`src/rtl/pool_pkg.sv`:
```
// Shared constants and types for the pooling-layer sequencer.
package pool_pkg;

    localparam int unsigned POOL_L0_DIM = 24;
    localparam int unsigned POOL_L1_DIM = 8;
    localparam int unsigned POOL_L0_N_IN = POOL_L0_DIM * POOL_L0_DIM;
    localparam int unsigned POOL_L1_N_IN = POOL_L1_DIM * POOL_L1_DIM;
    localparam int unsigned POOL_L0_N_OUT = POOL_L0_N_IN / 4;
    localparam int unsigned POOL_L1_N_OUT = POOL_L1_N_IN / 4;

    typedef enum logic {
        LAYER0 = 1'b0,
        LAYER1 = 1'b1
    } layer_e;

    typedef logic [1:0] state_t;

    localparam state_t ST_IDLE  = 2'd0;
    localparam state_t ST_LOAD  = 2'd1;
    localparam state_t ST_DRAIN = 2'd2;
    localparam state_t ST_FIN   = 2'd3;

    // 2x2 stride-2 pooling yields one output per four inputs.
    function automatic int unsigned pool_n_out(input int unsigned n_in);
        return n_in / 4;
    endfunction

endpackage

```
`src/rtl/pool_watchdog.sv`:
```
// Idle-cycle watchdog: counts cycles since the last clear and flags expiry.
module pool_watchdog #(
    parameter int unsigned TIMEOUT = 64
) (
    input  logic clk,
    input  logic rstn,
    input  logic clr,
    input  logic en,
    output logic expire
);

    localparam int unsigned CW = $clog2(TIMEOUT + 1);

    logic [CW-1:0] cnt_q, cnt_d;

    // cnt_q holds the number of cycles elapsed since the clearing event, counting the current one,
    // so expiry fires on the cycle whose edge would make the count reach TIMEOUT.
    assign expire = en && !clr && (cnt_q == CW'(TIMEOUT - 1));

    always_comb begin
        cnt_d = cnt_q;
        if (clr) begin
            cnt_d = CW'(1);
        end else if (en && !expire) begin
            cnt_d = cnt_q + 1'b1;
        end
    end

    always_ff @(posedge clk or negedge rstn) begin
        if (!rstn) begin
            cnt_q <= '0;
        end else begin
            cnt_q <= cnt_d;
        end
    end

endmodule

```
`src/rtl/pool_layer_ctrl.sv`:
```
// Sequencer that streams one feature map into maxpooling and collects the pooled results.
module pool_layer_ctrl
    import pool_pkg::*;
#(
    parameter int unsigned DW      = 8,
    parameter int unsigned AW      = 10,
    parameter int unsigned L0_DIM  = POOL_L0_DIM,
    parameter int unsigned L1_DIM  = POOL_L1_DIM,
    parameter int unsigned TIMEOUT = 64
) (
    input  logic          clk,
    input  logic          rstn,
    input  logic          start,
    input  logic          layer,
    output logic          busy,
    output logic          done,
    output logic          err,
    output logic          src_rd_en,
    output logic [AW-1:0] src_addr,
    input  logic [DW-1:0] src_data,
    output logic          pool_ivalid,
    output logic          pool_state,
    output logic [DW-1:0] pool_din,
    input  logic [DW-1:0] pool_dout,
    input  logic          pool_ovalid,
    output logic          dst_wr_en,
    output logic [AW-1:0] dst_addr,
    output logic [DW-1:0] dst_data
);

    localparam logic [AW-1:0] L0_N_IN  = AW'(L0_DIM * L0_DIM);
    localparam logic [AW-1:0] L1_N_IN  = AW'(L1_DIM * L1_DIM);
    localparam logic [AW-1:0] L0_N_OUT = AW'(pool_n_out(L0_DIM * L0_DIM));
    localparam logic [AW-1:0] L1_N_OUT = AW'(pool_n_out(L1_DIM * L1_DIM));

    state_t        state_q, state_d;
    layer_e        layer_q, layer_d;
    logic          err_q, err_d;
    logic [AW-1:0] rd_cnt_q, rd_cnt_d;
    logic [AW-1:0] out_cnt_q, out_cnt_d;
    logic          ivalid_q;
    logic          wr_en_q, wr_en_d;
    logic [AW-1:0] wr_addr_q, wr_addr_d;
    logic [DW-1:0] wr_data_q, wr_data_d;

    logic [AW-1:0] n_in, n_out;
    logic          capture;
    logic          wd_clr, wd_en, wd_expire;

    assign n_in  = (layer_q == LAYER1) ? L1_N_IN  : L0_N_IN;
    assign n_out = (layer_q == LAYER1) ? L1_N_OUT : L0_N_OUT;

    assign capture = ((state_q == ST_LOAD) || (state_q == ST_DRAIN)) && pool_ovalid &&
                     (out_cnt_q != n_out);

    // Watchdog is held cleared outside DRAIN, so DRAIN entry restarts the idle count.
    assign wd_en  = (state_q == ST_DRAIN);
    assign wd_clr = !wd_en || pool_ovalid;

    pool_watchdog #(
        .TIMEOUT (TIMEOUT)
    ) u_watchdog (
        .clk    (clk),
        .rstn   (rstn),
        .clr    (wd_clr),
        .en     (wd_en),
        .expire (wd_expire)
    );

    always_comb begin
        state_d   = state_q;
        layer_d   = layer_q;
        err_d     = err_q;
        rd_cnt_d  = rd_cnt_q;
        out_cnt_d = out_cnt_q;
        wr_en_d   = 1'b0;
        wr_addr_d = wr_addr_q;
        wr_data_d = wr_data_q;

        if (capture) begin
            wr_en_d   = 1'b1;
            wr_addr_d = out_cnt_q;
            wr_data_d = pool_dout;
            out_cnt_d = out_cnt_q + 1'b1;
        end

        case (state_q)
            ST_IDLE: begin
                if (start) begin
                    layer_d   = layer_e'(layer);
                    err_d     = 1'b0;
                    rd_cnt_d  = '0;
                    out_cnt_d = '0;
                    state_d   = ST_LOAD;
                end
            end
            ST_LOAD: begin
                rd_cnt_d = rd_cnt_q + 1'b1;
                if (rd_cnt_q == n_in - 1'b1) begin
                    state_d = ST_DRAIN;
                end
            end
            ST_DRAIN: begin
                if (out_cnt_q == n_out) begin
                    state_d = ST_FIN;
                end else if (wd_expire) begin
                    err_d   = 1'b1;
                    state_d = ST_FIN;
                end
            end
            ST_FIN: begin
                state_d = ST_IDLE;
            end
            default: begin
                state_d = ST_IDLE;
            end
        endcase
    end

    always_ff @(posedge clk or negedge rstn) begin
        if (!rstn) begin
            state_q   <= ST_IDLE;
            layer_q   <= LAYER0;
            err_q     <= 1'b0;
            rd_cnt_q  <= '0;
            out_cnt_q <= '0;
            ivalid_q  <= 1'b0;
            wr_en_q   <= 1'b0;
            wr_addr_q <= '0;
            wr_data_q <= '0;
        end else begin
            state_q   <= state_d;
            layer_q   <= layer_d;
            err_q     <= err_d;
            rd_cnt_q  <= rd_cnt_d;
            out_cnt_q <= out_cnt_d;
            ivalid_q  <= src_rd_en;
            wr_en_q   <= wr_en_d;
            wr_addr_q <= wr_addr_d;
            wr_data_q <= wr_data_d;
        end
    end

    assign busy        = (state_q == ST_LOAD) || (state_q == ST_DRAIN);
    assign done        = (state_q == ST_FIN);
    assign err         = err_q;
    assign src_rd_en   = (state_q == ST_LOAD);
    assign src_addr    = rd_cnt_q;
    assign pool_ivalid = ivalid_q;
    assign pool_state  = layer_q;
    // Gated so the pass-through reads as zero whenever no pixel is being presented.
    assign pool_din    = ivalid_q ? src_data : '0;
    assign dst_wr_en   = wr_en_q;
    assign dst_addr    = wr_addr_q;
    assign dst_data    = wr_data_q;

endmodule

```
`config.mk`:
```
export PLATFORM = sky130hd
export DESIGN_NAME = pool_layer_ctrl
export DESIGN_NICKNAME = d
export VERILOG_FILES = /design/src/rtl/pool_pkg.sv /design/src/rtl/pool_watchdog.sv /design/src/rtl/pool_layer_ctrl.sv
export SDC_FILE = /design/constraint.sdc
export NUM_CORES = 1
export LEC_CHECK = 0
export ABC_AREA = 1
export CORE_UTILIZATION = 39
export DETAILED_ROUTE_END_ITERATION = 7
export DONT_BUFFER_PORTS = 1
export SLEW_MARGIN = 5
export SYNTH_ARGS = -nofsm -noshare
export SYNTH_HDL_FRONTEND = slang
export SYNTH_SLANG_ARGS = --single-unit
```
`constraint.sdc`:
```
create_clock -name clk -period 1.9 [get_ports clk]
set_input_delay 0.475 -clock clk [delete_from_list [all_inputs] [get_ports clk]]
set_output_delay 0.475 -clock clk [all_outputs]
set_load 0.1 [all_outputs]
```
---- Word level (Yosys, flattened, before mapping) ----
Cells that the tools add are included.
word-level totals
  bits in registers ....................... 51
  input port bits ......................... 21
  output and inout bits ................... 43
  logic and storage cells ................. 64
cells by class
  add/subtract/negate cells ............... 4
  equal/unequal tests ..................... 12
  mux-type cells .......................... 20
  reductions and logical operators ........ 18
operator list
  cell                   count
  $mux 10                5
  $add 10x1->10 const B  2
  $pmux 10 s2            1
  $mux 8                 2
  $mux 7                 2
  $eq 10x10->1           1
  $eq 10x8->1            1
  $ne 10x8->1            1
  $sub 10x1->10 const B  1
  $mux 2                 4
  $pmux 2 s4             1
  $add 7x1->7 const B    1
  $eq 7x6->1 const B     1
  $ne 2x2->1 const B     3
  $reduce_bool 2->1      3
  $logic_and 1x1->1      5
  $eq 2x2->1 const B     2
  $mux 1                 4
  $reduce_and 2->1       2
  $reduce_and 4->1       1
  $logic_not 1->1        3
  $ne 3x3->1 const B     1
  $reduce_and 3->1       1
  $eq 2x1->1 const B     1
  other kinds (4)        5

---- Logic depth before layout (Yosys ltp) ----
  depth after elaboration ................. 10
  mapped depth ............................ 11
  mapped depth without buffers ............ 11

---- Cells and area by module ----
A second synthesis with hierarchy kept.
unflattened totals
  cells, all modules ...................... 371
  area, all modules ....................... 2780.2 um^2
by module, submodules not included
  module           instances  cells an instance  area an instance (um^2)
  pool_layer_ctrl  1          304                2326.0
  pool_watchdog    1          67                 454.2

---- Worst setup path before layout ----
Ideal clock, no wire load.
  path kind ............................... register to output
  start point ............................. reg ivalid_q (netlist: pool_ivalid)
  end point ............................... out pool_din[0]
  arrival ................................. 1855 ps
  required time ........................... 1425 ps
  setup slack ............................. -430 ps
  cell stages (with the launch flop) ...... 4
  cell sequence ........................... dfrtp_1 clkbuf_1 nand2_1 inv_1
on the way
  word-level cells in the longest chain between the ends .. 1
RTL lines
  item                    line                    RTL
  from (decl)             pool_layer_ctrl.sv:41   logic ivalid_q;
  from (signal assigned)  pool_layer_ctrl.sv:137  ivalid_q <= src_rd_en;
  $mux 8                  pool_layer_ctrl.sv:152  assign pool_din = ivalid_q ? src_data : '0;
  to (decl)               pool_layer_ctrl.sv:23   output logic [DW-1:0] pool_din,
Every way passes these cells.

---- Final worst setup path ----
  start point ............................. reg state_q[1]
  end point ............................... out src_rd_en
on the way
  word-level cells in the longest chain between the ends .. 1
RTL lines
  item                    line                    RTL
  from (decl)             pool_layer_ctrl.sv:36   state_t state_q, state_d;
  from (signal assigned)  pool_layer_ctrl.sv:132  state_q <= state_d;
  $eq 2x1->1              pool_layer_ctrl.sv:147  assign src_rd_en = (state_q == ST_LOAD);
  to (decl)               pool_layer_ctrl.sv:18   output logic src_rd_en,
Every way passes these cells.

==> metrics.txt <==
# TYPE chip_impl_metric gauge
chip_impl_metric{name="yosys.cell_types.count",unit=""} 29
chip_impl_metric{name="worstMarginPinSlew",unit="ps"} 355
chip_impl_info{name="crit_path_top_delay_cell",value="sky130_fd_sc_hd__dfrtp_1"} 1
chip_impl_metric{name="post_synth_instance_area",unit="µm²"} 2650
chip_impl_metric{name="gp_congestion",unit=""} 0.840
chip_impl_info{name="critPathLaunchType",value="register"} 1
chip_impl_metric{name="share_of_cell_area_taken_by_muxes_after_synthesis",unit="%"} 0
chip_impl_metric{name="wl_per_cell",unit="µm"} 11.9
chip_impl_metric{name="timing.hold.ws",unit="ps"} 12.2
chip_impl_metric{name="h-tree-depth",unit=""} 2
chip_impl_metric{name="worst_path_largest_cell_delay",unit="ps"} 410
chip_impl_metric{name="cts.sink_count",unit=""} 51
chip_impl_info{name="worst_setup_path_startpoint",value="state_q[1]"} 1
chip_impl_metric{name="critical_path_buf_inv_count",unit=""} 2
chip_impl_metric{name="setup_viol",unit=""} 0
chip_impl_info{name="run_status",value="finished with violations"} 1
chip_impl_info{name="yosys_most_used_dff",value="sky130_fd_sc_hd__dfrtp_1"} 1
chip_impl_metric{name="synthesis.instances",unit=""} 330
chip_impl_info{name="regToRegEndpoint",value="src_addr[5]"} 1
chip_impl_metric{name="worst_ir_drop_vdd",unit="µV"} 1220
chip_impl_info{name="unrepaired_setup_endpoints_after_global_routing",value="no"} 1
chip_impl_info{name="critical_path.endpoint_type",value="output port"} 1
chip_impl_info{name="critical_path.endpoint",value="src_rd_en"} 1
chip_impl_metric{name="reg2reg_slack",unit="ps"} 220
chip_impl_metric{name="grt_overflow",unit=""} 0
chip_impl_metric{name="place_hpwl",unit="µm"} 4020
chip_impl_info{name="list_of_most_frequent_post_synthesis_cells",value="sky130_fd_sc_hd__nand2_1 (100), sky130_fd_sc_hd__dfrtp_1 (51), sky130_fd_sc_hd__inv_1 (40), sky130_fd_sc_hd__nor2_1 (25), sky130_fd_sc_hd__nand3_1 (20)"} 1
chip_impl_metric{name="die_h",unit="µm"} 84.4
chip_impl_metric{name="detailroute.via_count",unit=""} 2198
chip_impl_metric{name="drv_slew",unit=""} 0
chip_impl_metric{name="yosys_register_bits",unit=""} 51
chip_impl_metric{name="drc",unit=""} 14
chip_impl_metric{name="cts_inserted_buffers",unit=""} 5
chip_impl_metric{name="final_util",unit="%"} 51.6
chip_impl_metric{name="power.leakage",unit="µW"} 0.00163
chip_impl_info{name="synth_top_family_by_area",value="simple AND/OR/NAND/NOR gates"} 1
chip_impl_info{name="crit-reg2reg-launch",value="state_q[1]"} 1
chip_impl_metric{name="wl",unit="µm"} 5440
chip_impl_metric{name="worstRegToRegCells",unit=""} 8
chip_impl_metric{name="worst-endpoint-arrival",unit="ps"} 1350
chip_impl_metric{name="timing.final.crit_share",unit="%"} 95.8
chip_impl_info{name="library_cell_with_the_largest_summed_area_after_synthesis",value="sky130_fd_sc_hd__dfrtp_1"} 1
chip_impl_metric{name="clk_pin_slew",unit="ps"} 90
chip_impl_metric{name="final_layout_size_suffix_gt1_share",unit="%"} 24.4
chip_impl_metric{name="synth-compound-area-share",unit="%"} 7.32
chip_impl_info{name="synth.most_common_cell",value="sky130_fd_sc_hd__nand2_1"} 1
chip_impl_info{name="synth.area.top_cells",value="sky130_fd_sc_hd__dfrtp_1 (48%), sky130_fd_sc_hd__nand2_1 (14%), sky130_fd_sc_hd__inv_1 (5.7%), sky130_fd_sc_hd__ha_1 (4.3%), sky130_fd_sc_hd__nand3_1 (3.8%)"} 1
chip_impl_metric{name="num_antenna_cells",unit=""} 0
chip_impl_metric{name="synth_adder_area_share",unit="%"} 4.25
chip_impl_metric{name="final_nets",unit=""} 410
chip_impl_metric{name="synth_edf_count",unit=""} 0
chip_impl_metric{name="crit_fanout",unit=""} 4
chip_impl_metric{name="grt.total_usage",unit="%"} 16.5
chip_impl_info{name="critical-path-top-delay-family",value="buffers and inverters"} 1
chip_impl_metric{name="viasPerCell",unit=""} 4.80
chip_impl_metric{name="critical_path_required",unit="ps"} 1420
chip_impl_metric{name="antenna_left",unit=""} 0
chip_impl_metric{name="grt_antenna_before_repair",unit=""} 0
chip_impl_metric{name="design.die.area",unit="µm²"} 7130
chip_impl_metric{name="coreArea",unit="µm²"} 6460
chip_impl_metric{name="grt_pass1_wl",unit="µm"} 9420
chip_impl_metric{name="synth.yosys.warnings",unit=""} 0
chip_impl_metric{name="ios",unit=""} 64
chip_impl_metric{name="starting_utilization_of_the_core_area",unit="%"} 41.0
chip_impl_metric{name="flow.area_growth_from_synthesis",unit="%"} 25.9
chip_impl_info{name="timing.setup.critical_path_class",value="register to output port"} 1
chip_impl_metric{name="post_synth_and_or_nand_nor_area_fraction",unit="%"} 29.9
chip_impl_metric{name="syn_area_per_cell",unit="µm²"} 8.03
chip_impl_metric{name="timing.max_slew.rel_slack",unit="%"} 76.2
chip_impl_metric{name="pwr_per_cell_area",unit="nW/µm²"} 1790
chip_impl_metric{name="clk-insertion-delay-late",unit="ps"} 300
chip_impl_metric{name="synth_top_cell_area_share",unit="%"} 48.2
chip_impl_metric{name="fin_skew",unit="ps"} 11.9
chip_impl_metric{name="achievable-frequency",unit="MHz"} 549
chip_impl_metric{name="placementRows",unit=""} 29
chip_impl_metric{name="grt_pass1_vias",unit=""} 2093
chip_impl_metric{name="grt_max_degree",unit=""} 52
chip_impl_metric{name="nFillCells",unit=""} 619
chip_impl_metric{name="cap_viol_max_count",unit=""} 0
chip_impl_info{name="ctsRootBufferMaster",value="sky130_fd_sc_hd__clkbuf_8"} 1
chip_impl_metric{name="clock_tree.buffer_depth",unit=""} 2
chip_impl_metric{name="critical_path_depth_in_cells",unit=""} 3
chip_impl_metric{name="post-route-min-period",unit="ps"} 1820
chip_impl_info{name="failing_checks",value="design-rule violations"} 1
chip_impl_metric{name="firstDrtPassIters",unit=""} 7
chip_impl_metric{name="synth-xor-area-share",unit="%"} 1.32
chip_impl_metric{name="postSynthNetCount",unit=""} 360
chip_impl_info{name="min-delay-path-class",value="primary input to async pin"} 1
chip_impl_metric{name="die_width",unit="µm"} 84.4
chip_impl_metric{name="buffer_ports.inserted",unit=""} 0
chip_impl_info{name="tritoncts",value="yes"} 1
chip_impl_info{name="worstPathCellList",value="inv_1 > ha_4 > buf_4"} 1
chip_impl_metric{name="yosysSeqAreaShare",unit="%"} 48.2
chip_impl_metric{name="finalHoldViolCount",unit=""} 0
chip_impl_metric{name="postSynth.asyncResetShare",unit="%"} 100
chip_impl_metric{name="first_iter_violations",unit=""} 116
==> power breakdown <==
part	total (µW)	internal [µW]	switching, µW
registers	1520	1340	182
logic	3810	905	2900
clock network	643	295	348
==> placed cells by master (no fill, tap or decap), types with 2 or more instances in the layout <==
| cell type | netlist | layout |
|---|---|---|
| sky130_fd_sc_hd__inv_2 | 5 | 5 |
| sky130_fd_sc_hd__buf_12 | 1 | 9 |
| sky130_fd_sc_hd__nand2_2 | 7 | 7 |
| sky130_fd_sc_hd__buf_4 | 0 | 38 |
| sky130_fd_sc_hd__nor2_4 | 2 | 2 |
| sky130_fd_sc_hd__inv_1 | 40 | 33 |
| sky130_fd_sc_hd__dfrtp_2 | 0 | 4 |
| sky130_fd_sc_hd__a21oi_2 | 2 | 2 |
| sky130_fd_sc_hd__nor2_1 | 25 | 25 |
| sky130_fd_sc_hd__ha_1 | 9 | 7 |
| sky130_fd_sc_hd__clkbuf_8 | 0 | 6 |
| sky130_fd_sc_hd__nand2_1 | 100 | 100 |
| sky130_fd_sc_hd__nand3_1 | 20 | 19 |
| sky130_fd_sc_hd__and3_1 | 2 | 2 |
| sky130_fd_sc_hd__o21ai_1 | 3 | 3 |
| sky130_fd_sc_hd__clkinvlp_4 | 0 | 7 |
| sky130_fd_sc_hd__ha_4 | 0 | 2 |
| sky130_fd_sc_hd__xor2_1 | 4 | 4 |
| sky130_fd_sc_hd__nand4_1 | 7 | 7 |
| sky130_fd_sc_hd__a21oi_1 | 10 | 10 |
| sky130_fd_sc_hd__dfrtp_1 | 51 | 47 |
| sky130_fd_sc_hd__nor2_2 | 3 | 3 |
| sky130_fd_sc_hd__or2_2 | 2 | 2 |
| sky130_fd_sc_hd__o21ai_0 | 19 | 19 |
| sky130_fd_sc_hd__nor3_1 | 8 | 8 |
==> sequential cells by signal, summed over array words and instances, names as in the netlist <==
| signal | cells |
|---|---|
| dst_addr | 10 |
| out_cnt_q | 10 |
| src_addr | 10 |
| dst_data | 8 |
| u_watchdog.cnt_q | 7 |
| state_q | 2 |
| dst_wr_en | 1 |
| err | 1 |
| pool_ivalid | 1 |
| pool_state | 1 |
==> layout make-up <==
class                   count  area (µm²)  share of cell area, %
flip-flops and latches     51        1280                   38.4
multi-input cells         227        1160                   34.9
repair buffers             49         504                   15.1
inverters                  46         199                   5.96
well taps                  77        96.3                   2.89
clock buffers               7        86.3                   2.59
clock inverters             1        5.00                  0.150
==> worst reg2reg max path, delay by kind of cell, from the launching register on <==
kind / cells / cell delay [ps]
DFF: 1 / 410
adders and majority gates: 1 / 200
buffers and inverters: 2 / 250
and+or+nand+nor: 4 / 650
AOI/OAI and AO/OA: 1 / 100
==> kinds of logic after synthesis <==
logic type,count (synthesis)
and+or+nand+nor,178
adders and majority gates,9
DFF,51
xor gates and xnor gates,4
buffers and inverters,52
AOI/OAI and AO/OA,36
==> worst min-delay path by stage <==
stage / end / from / slack [ps] / depth (start not counted)
2_1_floorplan: dst_addr[0] / rstn / 180 / 0
3_3_place_gp: dst_data[0] / rstn / 180 / 0
3_5_place_dp: dst_data[3] / rstn / 180 / 0
4_1_cts: out_cnt_q[4] / rstn / 20 / 1
5_1_grt: out_cnt_q[4] / rstn / 30 / 1
6_report: src_addr[8] / rstn / 10 / 1
==> what timing repair did <==
action                                  in CTS  in global routing
hold buffers                                 1                  0
endpoints found under the hold margin       51                  0
resized for setup                            1                  2
pin swaps                                    0                  1
endpoints found under the setup margin       1                  4
buffers inserted                             0                  1
==> per-stage QoR <==
stage / instance area (µm²) / total power (µW) / std cells / setup WS (ps) / setup TNS, ps
final: 3340 / 5970 / 458 / 78.9 / 0
after global routing: 3340 / 6300 / 458 / 1.74 / 0
after CTS: 3320 / 6010 / 457 / 21.5 / 0
after detailed placement: 3200 / 5320 / 448 / 151 / 0
after global placement: 3200 / 5280 / 448 / 199 / 0
after floorplan: 2700 / 4600 / 330 / -171 / -171
==> metal layers <==
metal | share of wire [%] | GRT usage (%)
met1 | 47 | 21.7
met2 | 43 | 25.7
met3 | 8.0 | 4.92
met4 | 1.8 | 6.32
met5 | 0 | 0
Note: power is estimated with default switching activity, not from simulation.
